<file path="src/rtl/alu_arbiter_if.sv">
// Bundle of request, ALU and response signals shared between the two requesters,
// the arbiter and the external combinational ALU.
interface alu_arbiter_if #(
    parameter int DATA_W = 32
);
    logic [1:0]        req_valid;
    logic [1:0]        req_ready;
    logic [DATA_W-1:0] req_a0;
    logic [DATA_W-1:0] req_b0;
    logic [2:0]        req_op0;
    logic [DATA_W-1:0] req_a1;
    logic [DATA_W-1:0] req_b1;
    logic [2:0]        req_op1;

    logic [DATA_W-1:0] alu_a;
    logic [DATA_W-1:0] alu_b;
    logic [2:0]        alu_ctrl;
    logic [DATA_W-1:0] alu_out;
    logic              alu_zero;

    logic              rsp_valid;
    logic              rsp_ready;
    logic              rsp_id;
    logic [DATA_W-1:0] rsp_data;
    logic              rsp_zero;
    logic              rsp_err;

    logic              busy;
    logic [15:0]       op_cnt;

    modport slave (
        input  req_valid, req_a0, req_b0, req_op0, req_a1, req_b1, req_op1,
        input  alu_out, alu_zero, rsp_ready,
        output req_ready, alu_a, alu_b, alu_ctrl,
        output rsp_valid, rsp_id, rsp_data, rsp_zero, rsp_err, busy, op_cnt
    );

    modport master (
        output req_valid, req_a0, req_b0, req_op0, req_a1, req_b1, req_op1,
        output alu_out, alu_zero, rsp_ready,
        input  req_ready, alu_a, alu_b, alu_ctrl,
        input  rsp_valid, rsp_id, rsp_data, rsp_zero, rsp_err, busy, op_cnt
    );
endinterface

</file>
<file path="src/rtl/alu_arbiter.sv">
// Round-robin arbiter sharing one combinational ALU between two requesters,
// with registered ALU inputs and a single tagged, backpressured response.
module alu_arbiter (
    input  logic         clk,
    input  logic         rst_n,
    alu_arbiter_if.slave bus
);
    typedef enum logic [1:0] {IDLE, EXEC, RESP} state_t;

    state_t      state;
    state_t      state_nxt;
    logic        last;
    logic        grant_id;
    logic [1:0]  grant;
    logic [2:0]  grant_op;
    logic        grant_illegal;
    logic        id_q;
    logic        err_q;

    always_ff @(posedge clk or negedge rst_n) begin
        if (!rst_n) state <= IDLE;
        else        state <= state_nxt;
    end

    // NOTE: every combinational output gets a default first so no path infers a latch.
    always_comb begin
        state_nxt = state;
        grant     = 2'b00;
        grant_id  = (bus.req_valid == 2'b11) ? ~last : bus.req_valid[1];
        case (state)
            IDLE: if (|bus.req_valid) begin
                grant     = grant_id ? 2'b10 : 2'b01;
                state_nxt = EXEC;
            end
            EXEC:    state_nxt = RESP;
            RESP:    if (bus.rsp_ready) state_nxt = IDLE;
            default: state_nxt = IDLE;
        endcase
    end

    // Codes 100 and 101 have no ALU function.
    assign grant_op      = grant_id ? bus.req_op1 : bus.req_op0;
    assign grant_illegal = (grant_op[2:1] == 2'b10);

    assign bus.req_ready = grant;
    assign bus.rsp_valid = (state == RESP);
    assign bus.busy      = (state != IDLE);

    // NOTE: sequential state uses non-blocking assignments so every register samples pre-edge values.
    always_ff @(posedge clk or negedge rst_n) begin
        if (!rst_n) begin
            last         <= 1'b1;
            id_q         <= 1'b0;
            err_q        <= 1'b0;
            bus.alu_a    <= '0;
            bus.alu_b    <= '0;
            bus.alu_ctrl <= 3'b000;
            bus.rsp_id   <= 1'b0;
            bus.rsp_data <= '0;
            bus.rsp_zero <= 1'b0;
            bus.rsp_err  <= 1'b0;
            bus.op_cnt   <= 16'd0;
        end else begin
            if (grant != 2'b00) begin
                last         <= grant_id;
                id_q         <= grant_id;
                err_q        <= grant_illegal;
                bus.alu_a    <= grant_id ? bus.req_a1 : bus.req_a0;
                bus.alu_b    <= grant_id ? bus.req_b1 : bus.req_b0;
                bus.alu_ctrl <= grant_illegal ? 3'b000 : grant_op;
            end
            // The ALU settles during EXEC; its result is captured on the closing edge.
            if (state == EXEC) begin
                bus.rsp_id   <= id_q;
                bus.rsp_err  <= err_q;
                bus.rsp_data <= err_q ? '0 : bus.alu_out;
                bus.rsp_zero <= err_q ? 1'b0 : bus.alu_zero;
            end
            if (state == RESP && bus.rsp_ready)
                bus.op_cnt <= bus.op_cnt + 16'd1;
        end
    end
endmodule

</file>
<file path="src/flat_wrapper.sv">
// flat-port wrapper written by rule: the top's interface ports become plain ports
module alu_arbiter_flat 
  (clk, rst_n, bus_req_valid, bus_req_a0, bus_req_b0, bus_req_op0, bus_req_a1, bus_req_b1, bus_req_op1, bus_alu_out, bus_alu_zero, bus_rsp_ready, bus_req_ready, bus_alu_a, bus_alu_b, bus_alu_ctrl, bus_rsp_valid, bus_rsp_id, bus_rsp_data, bus_rsp_zero, bus_rsp_err, bus_busy, bus_op_cnt);
  alu_arbiter_if #(.DATA_W(32)) bus_i ();
  input  logic clk;
  input  logic rst_n;
  input wire logic [$bits(bus_i.req_valid)-1:0] bus_req_valid;
  input wire logic [$bits(bus_i.req_a0)-1:0] bus_req_a0;
  input wire logic [$bits(bus_i.req_b0)-1:0] bus_req_b0;
  input wire logic [$bits(bus_i.req_op0)-1:0] bus_req_op0;
  input wire logic [$bits(bus_i.req_a1)-1:0] bus_req_a1;
  input wire logic [$bits(bus_i.req_b1)-1:0] bus_req_b1;
  input wire logic [$bits(bus_i.req_op1)-1:0] bus_req_op1;
  input wire logic [$bits(bus_i.alu_out)-1:0] bus_alu_out;
  input wire logic [$bits(bus_i.alu_zero)-1:0] bus_alu_zero;
  input wire logic [$bits(bus_i.rsp_ready)-1:0] bus_rsp_ready;
  output wire logic [$bits(bus_i.req_ready)-1:0] bus_req_ready;
  output wire logic [$bits(bus_i.alu_a)-1:0] bus_alu_a;
  output wire logic [$bits(bus_i.alu_b)-1:0] bus_alu_b;
  output wire logic [$bits(bus_i.alu_ctrl)-1:0] bus_alu_ctrl;
  output wire logic [$bits(bus_i.rsp_valid)-1:0] bus_rsp_valid;
  output wire logic [$bits(bus_i.rsp_id)-1:0] bus_rsp_id;
  output wire logic [$bits(bus_i.rsp_data)-1:0] bus_rsp_data;
  output wire logic [$bits(bus_i.rsp_zero)-1:0] bus_rsp_zero;
  output wire logic [$bits(bus_i.rsp_err)-1:0] bus_rsp_err;
  output wire logic [$bits(bus_i.busy)-1:0] bus_busy;
  output wire logic [$bits(bus_i.op_cnt)-1:0] bus_op_cnt;
  assign bus_i.req_valid = bus_req_valid;
  assign bus_i.req_a0 = bus_req_a0;
  assign bus_i.req_b0 = bus_req_b0;
  assign bus_i.req_op0 = bus_req_op0;
  assign bus_i.req_a1 = bus_req_a1;
  assign bus_i.req_b1 = bus_req_b1;
  assign bus_i.req_op1 = bus_req_op1;
  assign bus_i.alu_out = bus_alu_out;
  assign bus_i.alu_zero = bus_alu_zero;
  assign bus_i.rsp_ready = bus_rsp_ready;
  assign bus_req_ready = bus_i.req_ready;
  assign bus_alu_a = bus_i.alu_a;
  assign bus_alu_b = bus_i.alu_b;
  assign bus_alu_ctrl = bus_i.alu_ctrl;
  assign bus_rsp_valid = bus_i.rsp_valid;
  assign bus_rsp_id = bus_i.rsp_id;
  assign bus_rsp_data = bus_i.rsp_data;
  assign bus_rsp_zero = bus_i.rsp_zero;
  assign bus_rsp_err = bus_i.rsp_err;
  assign bus_busy = bus_i.busy;
  assign bus_op_cnt = bus_i.op_cnt;
  alu_arbiter u_core (.clk(clk), .rst_n(rst_n), .bus(bus_i));
endmodule
</file>
<file path="config.mk">
export PLATFORM = sky130hd
export DESIGN_NAME = alu_arbiter_flat
export DESIGN_NICKNAME = d
export VERILOG_FILES = /design/src/rtl/alu_arbiter_if.sv /design/src/rtl/alu_arbiter.sv /design/src/flat_wrapper.sv
export SDC_FILE = /design/constraint.sdc
export NUM_CORES = 1
export LEC_CHECK = 0
export ABC_AREA = 1
export BUFFER_PORTS_ARGS = -buffer_cell sky130_fd_sc_hd__buf_2
export CORE_AREA = 2 2 114 116
export CTS_CLUSTER_DIAMETER = 200
export DETAILED_ROUTE_END_ITERATION = 8
export DIE_AREA = 0 0 116 118
export GPL_TIMING_DRIVEN = 0
export PLACE_DENSITY = 0.86
export SLEW_MARGIN = 20
export SYNTH_ARGS = -nofsm -noshare
export SYNTH_HDL_FRONTEND = slang
export SYNTH_SLANG_ARGS = --single-unit
export TNS_END_PERCENT = 30
</file>
<file path="constraint.sdc">
create_clock -name clk -period 2.4 [get_ports clk]
set_input_delay 0 -clock clk [delete_from_list [all_inputs] [get_ports clk]]
set_output_delay 0 -clock clk [all_outputs]
set_load 0.005 [all_outputs]
</file>
**Word-level counts from Yosys, hierarchy flattened**

Cells that the tools add are included.

- Register bits after elaboration: 123
- Latch bits: 0
- Bits in writable memories: 0
- Bits in read-only memories: 0
- Bits of input ports: 172
- Output and inout bits: 122
- Logic and storage cells: 39
- Memories: 0

- Add/sub/neg operators: 1
- Multiply operators: 0
- Div/mod/pow operators: 0
- Order comparisons: 0
- Equality and inequality tests: 6
- Shifts and indexed selects: 0
- Muxes and demuxes: 13
- Bitwise operators: 1
- Reduce and logical (&&, ||, !) cells: 6

Operators with widths:

| operator | number |
|---|---|
| $mux W32 | 3 |
| $add A16 B1 Y16 const B | 1 |
| $mux W2 | 5 |
| $eq A2 B2 Y1 const B | 3 |
| $mux W3 | 2 |
| $pmux W2 S3 | 1 |
| $reduce_bool A2 Y1 | 2 |
| $eq A2 B1 Y1 const B | 1 |
| $logic_not A2 Y1 | 1 |
| $mux W1 | 2 |
| $ne A2 B1 Y1 const B | 1 |
| $ne A2 B2 Y1 const B | 1 |
| $reduce_and A2 Y1 | 1 |
| $reduce_or A2 Y1 | 1 |
| $logic_and A1 B1 Y1 | 1 |
| $not A1 Y1 | 1 |

**Logic depth before layout (Yosys ltp)**

Gate-level depths: netlist of the first run.

- Depth after elaboration: 6
- Gate-level depth with buffers: 8
- Depth with buffers taken out: 8

**Worst setup path after synthesis of the first run**

No wires, ideal clock.

- Path type: register -> register
- Start point: register u_core.last
- End point: register u_core.bus.alu_a[23]
- Setup time: 0.122 ns
- Arrival time: 1.209 ns
- Data required time: 2.278 ns
- Path slack: 1.070 ns
- Cell stages (with the launch flop): 8
- Path buffers: 2
- Clock period less this slack: 1.330 ns
- Path through: dfstp_2 nand2_1 nand2_2 inv_2 buf_4 buf_2 o21ai_0 o21ai_1

- Cells in the longest elaborated chain, start to end: 6

Ends and longest elaborated chain:

| item | line | RTL |
|---|---|---|
| start, declared | alu_arbiter.sv:12 | `logic last;` |
| start signal, assigned | alu_arbiter.sv:65 | `last <= grant_id;` |
| $not A1 Y1 * | alu_arbiter.sv:29 | `grant_id = (bus.req_valid == 2'b11) ? ~last : bus.req_valid[1];` |
| $mux W1 * | alu_arbiter.sv:29 |  |
| $mux W2 | alu_arbiter.sv:32 | `grant = grant_id ? 2'b10 : 2'b01;` |
| $mux W2 | alu_arbiter.sv:31 | `IDLE: if (\|bus.req_valid) begin` |
| $mux W2 | alu_arbiter.sv:30 | `case (state)` |
| $reduce_bool A2 Y1 | alu_arbiter.sv:64 | `if (grant != 2'b00) begin` |
| end signal, assigned | alu_arbiter.sv:68 | `bus.alu_a <= grant_id ? bus.req_a1 : bus.req_a0;` |
| end, declared | alu_arbiter_if.sv:34 | `output req_ready, alu_a, alu_b, alu_ctrl,` |

Mark *: on every way between the ends. The rest lies on a longest branch, timed or not.
A chain may end at the register's enable or synchronous reset.

**Worst setup path in the final report of the first run**

- Start point: register u_core.last
- End point: register u_core.bus.alu_a[27]

Same word-level chain as after synthesis.

==> results, run 1 <==
- The number of buffers added by the clock tree synthesis step is 17.
- The global-route wire length before repair is ~36,000 µm.
- On the final layout, the worst hold slack is 0.03322 ns.
- The finished layout holds about 1,300 standard cells, fillers aside.
- The final-report hold violation count is 0.
- The worst hold path begins at bus_req_valid[0].
- The required time reported for the critical path endpoint is 2.69 ns.
- The share of flip-flops with an asynchronous set or reset after synthesis is 100.0%.
- The half-perimeter wire length of the detailed placement result is 12,700 µm.
- The type of element capturing the critical path is a flop.
- The flow ran to the end, and the final reports show no timing, DRC or antenna violations.
- Once detail routing completed, the nets flagged for antenna violations numbered 0.
- The TritonCTS clock tree is built.
- The worst hold path was traced through 3 stages.
- In the final design database the tool counted ~1,300 nets.
- The number of max-slew violations in the final report is 0.
- The detail-routed via count per cell is about 5.3.
- The fraction of power spent switching nets is between 30% and 40%.
- The combinational cell fraction of total power is around 46%.
- The worst setup path is launched from a flop.
- The worst setup skew after layout is 0.008376 ns.
- The first detailed-routing pass ran for 5 iterations.
- The top cell type by area accounts for around 55% of the synthesized area.
- For the worst setup path, the data arrival time is 2.50 ns.
- Sequential elements use 55.04% of the synthesized area.
- In this run the critical register-to-register path is captured at u_core.bus.alu_a[27]$_DFFE_PN0P_.
- For hold timing, the worst endpoint is u_core.err_q$_DFFE_PN0P_.
- At the end of routability-driven placement, the weighted congestion stood at 0.9012.
- The shortest clock period the worst path allows after layout is ~2.2 ns.
- The flop and latch count out of synthesis is 123.
- For this run, design rule violations remaining after detail routing come to 0.
- Global routing used between 30% and 40% of the available tracks.
- The path type of the worst min-delay path is input port to flop.
- The worst slew margin relative to its limit is about two thirds.
- The final period utilization is 91.98%.
- The portion of total power attributed to the clock network is 23.1%.
- Detailed routing inserted a total of 6,724 vias.
- The initial antenna violation count is 5.
- Summing all flip-flop and latch instances after layout gives 0.003079 mm².
- The floorplan has 41 rows.
- The highest ir drop seen on vdd is 0.0007441 V.
- The clock passes through at most 2 buffers.
- Adding up every negative setup slack in the final design gives 0 ns.
- The commonest cells after synthesis are nand2_1 (132), dfrtp_1 (122), nor2_1 (86), o21ai_0 (54), o21ai_1 (49).
- Cells with a size suffix above 1 make up 37.11% of the layout.
- Yosys attributes the largest share of cell area to dfrtp_1 (55%), nand2_1 (8.9%), o21ai_2 (5.9%), nor2_1 (5.8%), a22o_1 (5.2%).
- In the synthesized netlist the dominant register cell turns out to be dfrtp_1.
- Yosys printed 0 warnings.
- Fill cells in the final layout number 728.
- The share of total power dissipated in sequential elements is 31.0%.
- In this run the horizontal extent of the chip is 116 µm.
- The design draws 11.81 mW.
- The area taken by multi-input logic gates is 0.002202 mm².
- Setup repair after global routing left no endpoint under its margin.
- The internal power is 7.553 mW.
- The power density over the cells is 1226 mW/mm².
- The final layout contains routed wiring with a total length of between 20,000 and 25,000 µm.
- The later pin in the worst-skew pair is clocked with a latency of 0.42 ns.
- The post-CTS setup-driven buffer insertion count is 0.
- The start of the worst register-to-register path is u_core.last$_DFFE_PN1P_.
- The total nets after synthesis is 772.
- The number of levels in the clock H-tree is 4.
- Summed over all layers, the global routing overflow is 0.
- The number of maximum-capacitance constraint violations is 0.
- The most area-hungry cell type in the Yosys netlist is dfrtp_1.
- The count of buffers inserted at the top-level ports is approximately 300.
- The clock sink count is 123.
- Yosys mapped a number of flops with a built-in enable equal to 0.
- After synthesis the cells add up to between 0.005 and 0.006 mm².
- For this design the total switching power over the nets is between 4 and 5 mW.
- The static leakage power is just under 5 nW.
- The total setup violations reported at the end of the flow is 0.
- Along the worst path, the maximum fanout reaches 10.
- The slack of the worst reg-to-reg path is 0.19 ns.
- The leading cell type by number of instances after synthesis is nand2_1.
- A synthesized cell averages 9.339 µm².
- The number of global-route vias before repair was approximately 7,000.
- The first routing iteration left 546 violations.
- The mean routed wirelength per cell is between 15 and 20 µm.
- The die covers 0.01369 mm².
- The netlist uses 34 different library cells.
- The setup path with the least slack is of type flop to flop.
- Timing would allow up to between 400 and 500 MHz.
- The total core area is 0.01241 mm².
- The floorplan die height is 118 µm.
- Compared with the post-synthesis result, the final layout area differs by 72.27%.
- The effective utilization at floorplan is 45.06%.
- For the pin with the worst max-slew slack, the measured transition is 0.5097 ns.
- The clock transition time at the flip-flop clock pins of the worst setup and hold paths is 0.05 ns.
- The depth of the most critical reg-to-reg path is 8.
- Counting every instance in the synthesized netlist gives roughly 600.
- The largest net degree at the start of global routing is 72.
- The clock root buffer is clkbuf_16.
- The I/O pin total is 294.
- After detailed placement, the design holds a cell count of between 1,000 and 1,500.
## kinds of logic (layout without fill, tap and decap cells)
family,count (synthesis),count (layout),synth area share [%]
simple gates,234,234,17.29
buf+inv,58,553,5.681
compound gates,177,177,20.82
flops,123,123,55.04
other cells,0,4,0
fa+ha+maj,1,1,0.2236
xor+xnor,6,6,0.9396
## layout by cell type, fill, tap and decap left out, types with 2 or more instances in the layout
cell type	synthesis	routed
buf_4	3	2
buf_2	14	306
buf_8	2	2
clkinv_2	0	6
nand2_1	132	132
inv_1	19	19
clkbuf_16	0	17
nor2_1	86	86
nand3_1	3	3
diode_2	0	4
clkbuf_1	6	7
nand3b_1	2	2
clkinvlp_4	0	2
inv_2	4	4
o21ai_1	49	50
buf_1	2	2
bufinv_16	0	4
o21ai_2	38	38
dfrtp_1	122	122
xnor2_1	3	3
xor2_1	3	3
o21ai_0	54	53
buf_6	6	8
dlygate4sd3_1	0	169
a22o_1	33	33
nor2_4	4	4
## registers in the layout (all words and copies together) (netlist names)
signal / count
u_core.bus.alu_b: 32
u_core.err_q: 1
u_core.state: 2
u_core.id_q: 1
u_core.last: 1
u_core.bus.alu_ctrl: 3
u_core.bus.rsp_err: 1
u_core.bus.op_cnt: 16
u_core.bus.rsp_id: 1
u_core.bus.rsp_data: 32
u_core.bus.alu_a: 32
u_core.bus.rsp_zero: 1
## area by class of cell
cell class              count  share of cell area (%)
diodes                      4                  0.1039
plain buffers              34                   2.376
flip-flops and latches    123                   31.95
clock buffers              19                   4.596
multi-input cells         418                   22.85
repair buffers            463                   33.12
well taps                 172                   2.233
inverters                  24                  0.9608
clock inverters            13                   1.805
## repair_timing
item                                    4_1_cts  5_1_grt
endpoints found under the hold margin       198        0
hold buffers                                169        0
gates resized for setup                       0        3
endpoints found under the setup margin        0        2
## worst max path at each step
stage	to	slack, ns	start
floorplan	u_core.bus.alu_a[23]$_DFFE_PN0P_	1.07	u_core.last$_DFFE_PN1P_
global placement	u_core.bus.alu_a[16]$_DFFE_PN0P_	-0.23	rst_n
detailed placement	u_core.bus.alu_a[30]$_DFFE_PN0P_	0.75	u_core.last$_DFFE_PN1P_
CTS	u_core.bus.alu_a[28]$_DFFE_PN0P_	0.20	u_core.last$_DFFE_PN1P_
global route	u_core.bus.alu_a[22]$_DFFE_PN0P_	0.05	u_core.last$_DFFE_PN1P_
finish	u_core.bus.alu_a[27]$_DFFE_PN0P_	0.19	u_core.last$_DFFE_PN1P_
## power groups by stage
stage | clock, mW | sequential (mW) | combinational, mW
after global routing | 2.83 | 3.73 | 5.85
after CTS | 2.70 | 3.57 | 5.10
after floorplan | 0 | 3.63 | 2.13
after detailed placement | 0 | 3.57 | 3.93
final | 2.72 | 3.66 | 5.43
after global placement | 0 | 3.55 | 3.82
## routing by layer
metal	part of all wire, %	routed length [µm]	GRT usage, %
met1	34	7892	35.55
met2	51	11910	59.83
met3	8.7	2030	8.754
met4	6.7	1571	24.70
met5	0.056	13	0
## worst max-delay path, stage by stage (launching register included)
cell and delay (ns):
dfstp_2 0.53, nand2_1 0.08, nand2_4 0.15, inv_2 0.07, buf_4 0.19, buf_2 0.19, o21ai_0 0.23, o21ai_1 0.10
dlygate4sd3_1 0.56
## metrics by stage
step                area (µm²)  util (%)  setup slack (ns)
CTS                       9618     77.47            0.1973
finish                    9637     77.63            0.1925
global route              9637     77.63           0.04931
detailed placement        7310     58.88            0.7464
global placement          7276     58.61           -0.2326
floorplan                 5594         -             1.070
Power figures use the tool's default switching activity.
==> inputs of run 2 (changes only) <==
--- a/config.mk
+++ b/config.mk
@@ -5,14 +5,13 @@
 export SDC_FILE = /design/constraint.sdc
 export NUM_CORES = 1
 export LEC_CHECK = 0
-export ABC_AREA = 1
 export BUFFER_PORTS_ARGS = -buffer_cell sky130_fd_sc_hd__buf_2
-export CORE_AREA = 2 2 114 116
+export CORE_AREA = 2 2 113 115
 export CTS_CLUSTER_DIAMETER = 200
 export DETAILED_ROUTE_END_ITERATION = 8
-export DIE_AREA = 0 0 116 118
+export DIE_AREA = 0 0 115 117
 export GPL_TIMING_DRIVEN = 0
-export PLACE_DENSITY = 0.86
+export PLACE_DENSITY = 0.85
 export SLEW_MARGIN = 20
 export SYNTH_ARGS = -nofsm -noshare
 export SYNTH_HDL_FRONTEND = slang
==> run 2 against run 1 <==
Against the previous run: clock power is 7% lower; worst setup slack worse by 0.11 ns; core utilization is 1.2 points lower; combinational power is 5.5% lower; cell area is 2.3% lower; cell count is 2.0% lower; synthesized cell count is 0.83% lower; via count is 0.10% lower; critical path type unchanged.
==> results, run 2 <==
- The final period utilization was 96.60% (+4.6 points).
- The final weighted congestion in routability-driven placement is 0.8042 (-11%).
- The count of standard-cell rows is 41 (unchanged).
- The area growth from synthesis to layout is 74.31%.
- The cell count after synthesis is 594 (-0.83%).
- The sequential area share after synthesis came to 57.01% (+2.0 points).
- The overall overflow remaining after global route is 0 (unchanged).
- The clock transition time at the flip-flop clock pins of the worst setup and hold paths came to 0.05 ns (about the same).
- The detail-routed via count per cell was 5.400 (+2.0%).
- By area the synthesized netlist is led by dfrtp_1 (57%), nand2_1 (12%), a31oi_1 (7.9%), nor2_1 (4.9%), nand2b_1 (4.3%).
- The timing-limited maximum frequency is 431.3 MHz (-4.8%).
- The min-delay analysis places its worst path in the category input port to asynchronous set/reset pin.
- The first-pass iteration count of the detailed router was 5 (unchanged).
- The post-route total power is 11.31 mW (-4.2%).
- The area of the die is 0.01346 mm² (-1.7%).
- The area share of the leading cell type in the synthesized netlist was 56.52% (+1.9 points).
- The post-placement cell area is 0.007089 mm² (-3.0%).
- The number of global-route vias before repair is 6,990 (-1.6%).
- Walking the worst path, the cells encountered are nand2_1, nand2_1, clkbuf_4, buf_2, nand2_1, a31oi_1, dlygate4sd3_1.
- The worst setup path is of the flop to flop kind.
- The slowest stage of the critical path belongs to the cell dlygate4sd3_1.
- The required time reported for the critical path endpoint came to 2.74 ns (+0.05 ns).
- The slack of the worst reg-to-reg path is 0.08 ns (-0.11 ns).
- The clock root buffer is clkbuf_16.
- The final-stage net count was 1,253 (-0.080%).
- The iteration-0 DRC count of the detailed router is 560 (+2.6%).
- The initial antenna violation count is 0 (-5).
- The most area-hungry cell type in the Yosys netlist is dfrtp_1.
- The number of buffers on the longest clock path is 2 (unchanged).
- The global router's overall resource usage is 33.35% (-1.2 points).
- In this design, the critical path's most frequently occurring cell is nand2_1.
- The remaining number of nets flagged by the antenna check after routing is 0 (unchanged).
- The portion of total power attributed to the clock network is 22.4% (-0.7 points).
- The number of synthesized flops with an enable pin is 0 (unchanged).
- Setup repair after global routing left no endpoint under its margin.
- STA classifies the critical path endpoint as a flop.
- The worst slew margin relative to its limit is 55.22% (-11 points).
- The area taken by multi-input logic gates came to 0.002117 mm² (-3.9%).
- The measured slew at the worst slew-check pin is 0.6717 ns (+0.1619 ns).
- The combinational cell fraction of total power is 45.4% (-0.5 points).
- The later-pin clock latency in the skew report came to 0.42 ns (about the same).
- Sorting the synthesized cells by how often they occur yields nand2_1 (174), dfrtp_1 (122), nor2_1 (71), a31oi_1 (68), nand2b_1 (37).
- The cell area after synthesis is 0.005401 mm² (-3.4%).
- The largest net degree at the start of global routing was 69 (-4.2%).
- The number of levels in the clock H-tree is 4 (unchanged).
- The power density over the cells came to 1201 mW/mm² (-2.0%).
- The final cell utilization of the core is 76.47% (-1.2 points).
- The maximum cell stage delay along the critical path is 0.58 ns (+0.02 ns).
- The shortest clock period the worst path allows after layout is 2.318 ns (+0.1109 ns).
- The width of the die is 115 µm (-0.86%).
- The global-route wire length before repair is 34,180 µm (-5.6%).
- The static leakage power was 4.679 nW (-4.8%).
- The half-perimeter wire length of the detailed placement result is 12,650 µm (-0.33%).
- The worst setup skew after layout is 0.008965 ns (+0.0005889 ns).
- Yosys instantiated no cell more often than nand2_1.
- The floorplan die height is 117 µm (-0.85%).
- The post-CTS setup-driven buffer insertion count came to 0 (unchanged).
- The number of buffers added by the clock tree synthesis step was 17 (unchanged).
- The number of different library cells in the post-synthesis netlist is 31 (-8.8%).
- The data arrival time of the critical path is 2.66 ns (+0.16 ns).
- The number of vias after detailed routing came to 6,717 (-0.10%).
- The run finished with clean final reports.
- The worst setup path is launched from a flop.
- The library cells used most frequently in the layout, excluding fill and tap cells, are buf_2 (307), nand2_1 (174), dlygate4sd3_1 (173).
- The mean routed wirelength per cell came to 18.26 µm (-0.98%).
- The total core area came to 0.01231 mm² (-0.83%).
- In the synthesized netlist the dominant register cell turns out to be dfrtp_1.
- The number of synthesis warnings is 0 (unchanged).
- The DRC violation count after routing is 0 (unchanged).
- The average size of a mapped cell is 9.093 µm² (-2.6%).
- The flop and latch count out of synthesis came to 123 (unchanged).
- The I/O pin total is 294 (unchanged).
- The total nets after synthesis is 767 (-0.65%).
- The final instance area is 0.009415 mm² (-2.3%).
- The final-report hold violation count is 0 (unchanged).
- The post-detailed-routing wire length is 22,720 µm (-3.0%).
- The total setup violations reported at the end of the flow is 0 (unchanged).
- The share of flip-flops with an asynchronous set or reset after synthesis is 100.0% (unchanged).
- In the final layout, the registers with the most flip-flops are u_core.bus.alu_a: 32 flops, u_core.bus.alu_b: 32 flops, u_core.bus.rsp_data: 32 flops.
- The clock sink count was 123 (unchanged).
- The terminus of the critical flop-to-flop path is u_core.bus.alu_b[30]$_DFFE_PN0P_.
- The fraction of power spent switching nets is 35.56% (-0.50 points).
- The internal power is 7.289 mW (-3.5%).
- The area taken by flip-flops and latches is 0.003079 mm² (unchanged).
- The highest ir drop seen on vdd is 0.0006874 V (-7.6%).
- The count of buffers inserted at the top-level ports is 293 (unchanged).
- The TritonCTS clock tree is built.
- The library cell used most frequently in the layout, excluding fill and tap cells, is buf_2.
- The maximum fanout along the worst path is 10 (unchanged).
- The number of fill cells in the layout came to 725 (-0.41%).
- The number of max-slew violations in the final report was 0 (unchanged).
- The effective utilization at floorplan is 43.87% (-1.2 points).
- The reported net switching power is 4.023 mW (-5.6%).
- The fraction of layout cells with a size suffix above 1 was 32.69% (-4.4 points).
- The fraction of power consumed by sequential logic is 32.3% (+1.3 points).
- The number of maximum-capacitance constraint violations is 0 (unchanged).
- In this run the critical register-to-register path is launched from u_core.last$_DFFE_PN1P_.
- The depth of the most critical reg-to-reg path came to 7 (-1).
-- run 2: changes by cell type after synthesis, moves of 6 or more --
cell / change
buf_6: -6
o21ai_1: -49
nor2_1: -15
a22o_1: -33
o21ai_2: -37
nand2b_1: +37
o21ai_0: -20
xnor2_1: +7
clkbuf_1: +11
inv_1: -17
a31oi_1: +67
nand2_1: +42
-- run 2: power by group through the flow --
stage,Clock (mW),Sequential [mW],Combinational (mW)
after detailed placement,0,3.58,3.65
after global placement,0,3.54,3.55
after floorplan,0,3.60,1.86
after CTS,2.53,3.56,4.83
after global routing,2.64,3.71,5.58
final,2.53,3.65,5.13
-- run 2: metrics by stage --
step,setup slack [ns],hold slack [ns],std cells,TNS [ns]
finish,0.08162,0.1352,1244,0
global route,0.006563,0.1756,1242,0
CTS,0.05629,0.1311,1242,0
detailed placement,0.6174,-0.001189,1038,0
global placement,-0.2370,0.1942,1037,-27.77
floorplan,0.9988,-0.2956,594,0
-- run 2: final cells by class --
class                      count  area share, %
inverter                       3         0.1462
multi-input combinational    428          22.49
antenna                        2        0.05316
tap                          150          1.993
buffer                        40          2.126
clock buffer                  24          5.223
clock inverter                 7         0.9435
timing repair buffer         467          34.33
sequential                   123          32.70
-- run 2: repair_timing --
action | CTS | global route
endpoints found under the setup margin | 0 | 52
hold endpoints to repair | 161 | 0
hold buffers | 173 | 0
resized for setup | 0 | 5
-- run 2: cell families after synthesis --
| group | synth area share, % |
|---|---|
| DFF | 57.01 |
| adders and majority gates | 0.2316 |
| muxes | 0.8107 |
| xor gates and xnor gates | 2.432 |
| and+or+nand+nor | 24.25 |
| buffers and inverters | 3.845 |
| AOI/OAI and AO/OA | 11.42 |
-- run 2: worst max-delay path by stage --
stage,startpoint,endpoint,cells past startpoint
floorplan,u_core.last$_DFFE_PN1P_,u_core.bus.alu_b[10]$_DFFE_PN0P_,7
global placement,rst_n,u_core.bus.alu_b[16]$_DFFE_PN0P_,1
detailed placement,u_core.state[1]$_DFFE_PN0P_,u_core.bus.alu_a[29]$_DFFE_PN0P_,6
CTS,u_core.state[1]$_DFFE_PN0P_,u_core.bus.alu_b[3]$_DFFE_PN0P_,7
global route,u_core.last$_DFFE_PN1P_,u_core.bus.alu_a[20]$_DFFE_PN0P_,6
finish,u_core.last$_DFFE_PN1P_,u_core.bus.alu_b[30]$_DFFE_PN0P_,7
-- run 2: metal layers --
metal / vias to the layer above / wire (µm) / track usage [%]
met5: - / 5 / 0
met4: 2 / 1190 / 20.40
met3: 112 / 1865 / 9.320
met2: 437 / 11650 / 59.45
met1: 3215 / 8006 / 35.09
li1: 2951 / - / -
-- run 2: worst max-delay path: cells and delay by family (launching register included) --
| family | cells | cell delay, ns |
|---|---|---|
| buf+inv | 3 | 1.12 |
| flops | 1 | 0.55 |
| simple gates | 3 | 0.40 |
| compound gates | 1 | 0.18 |
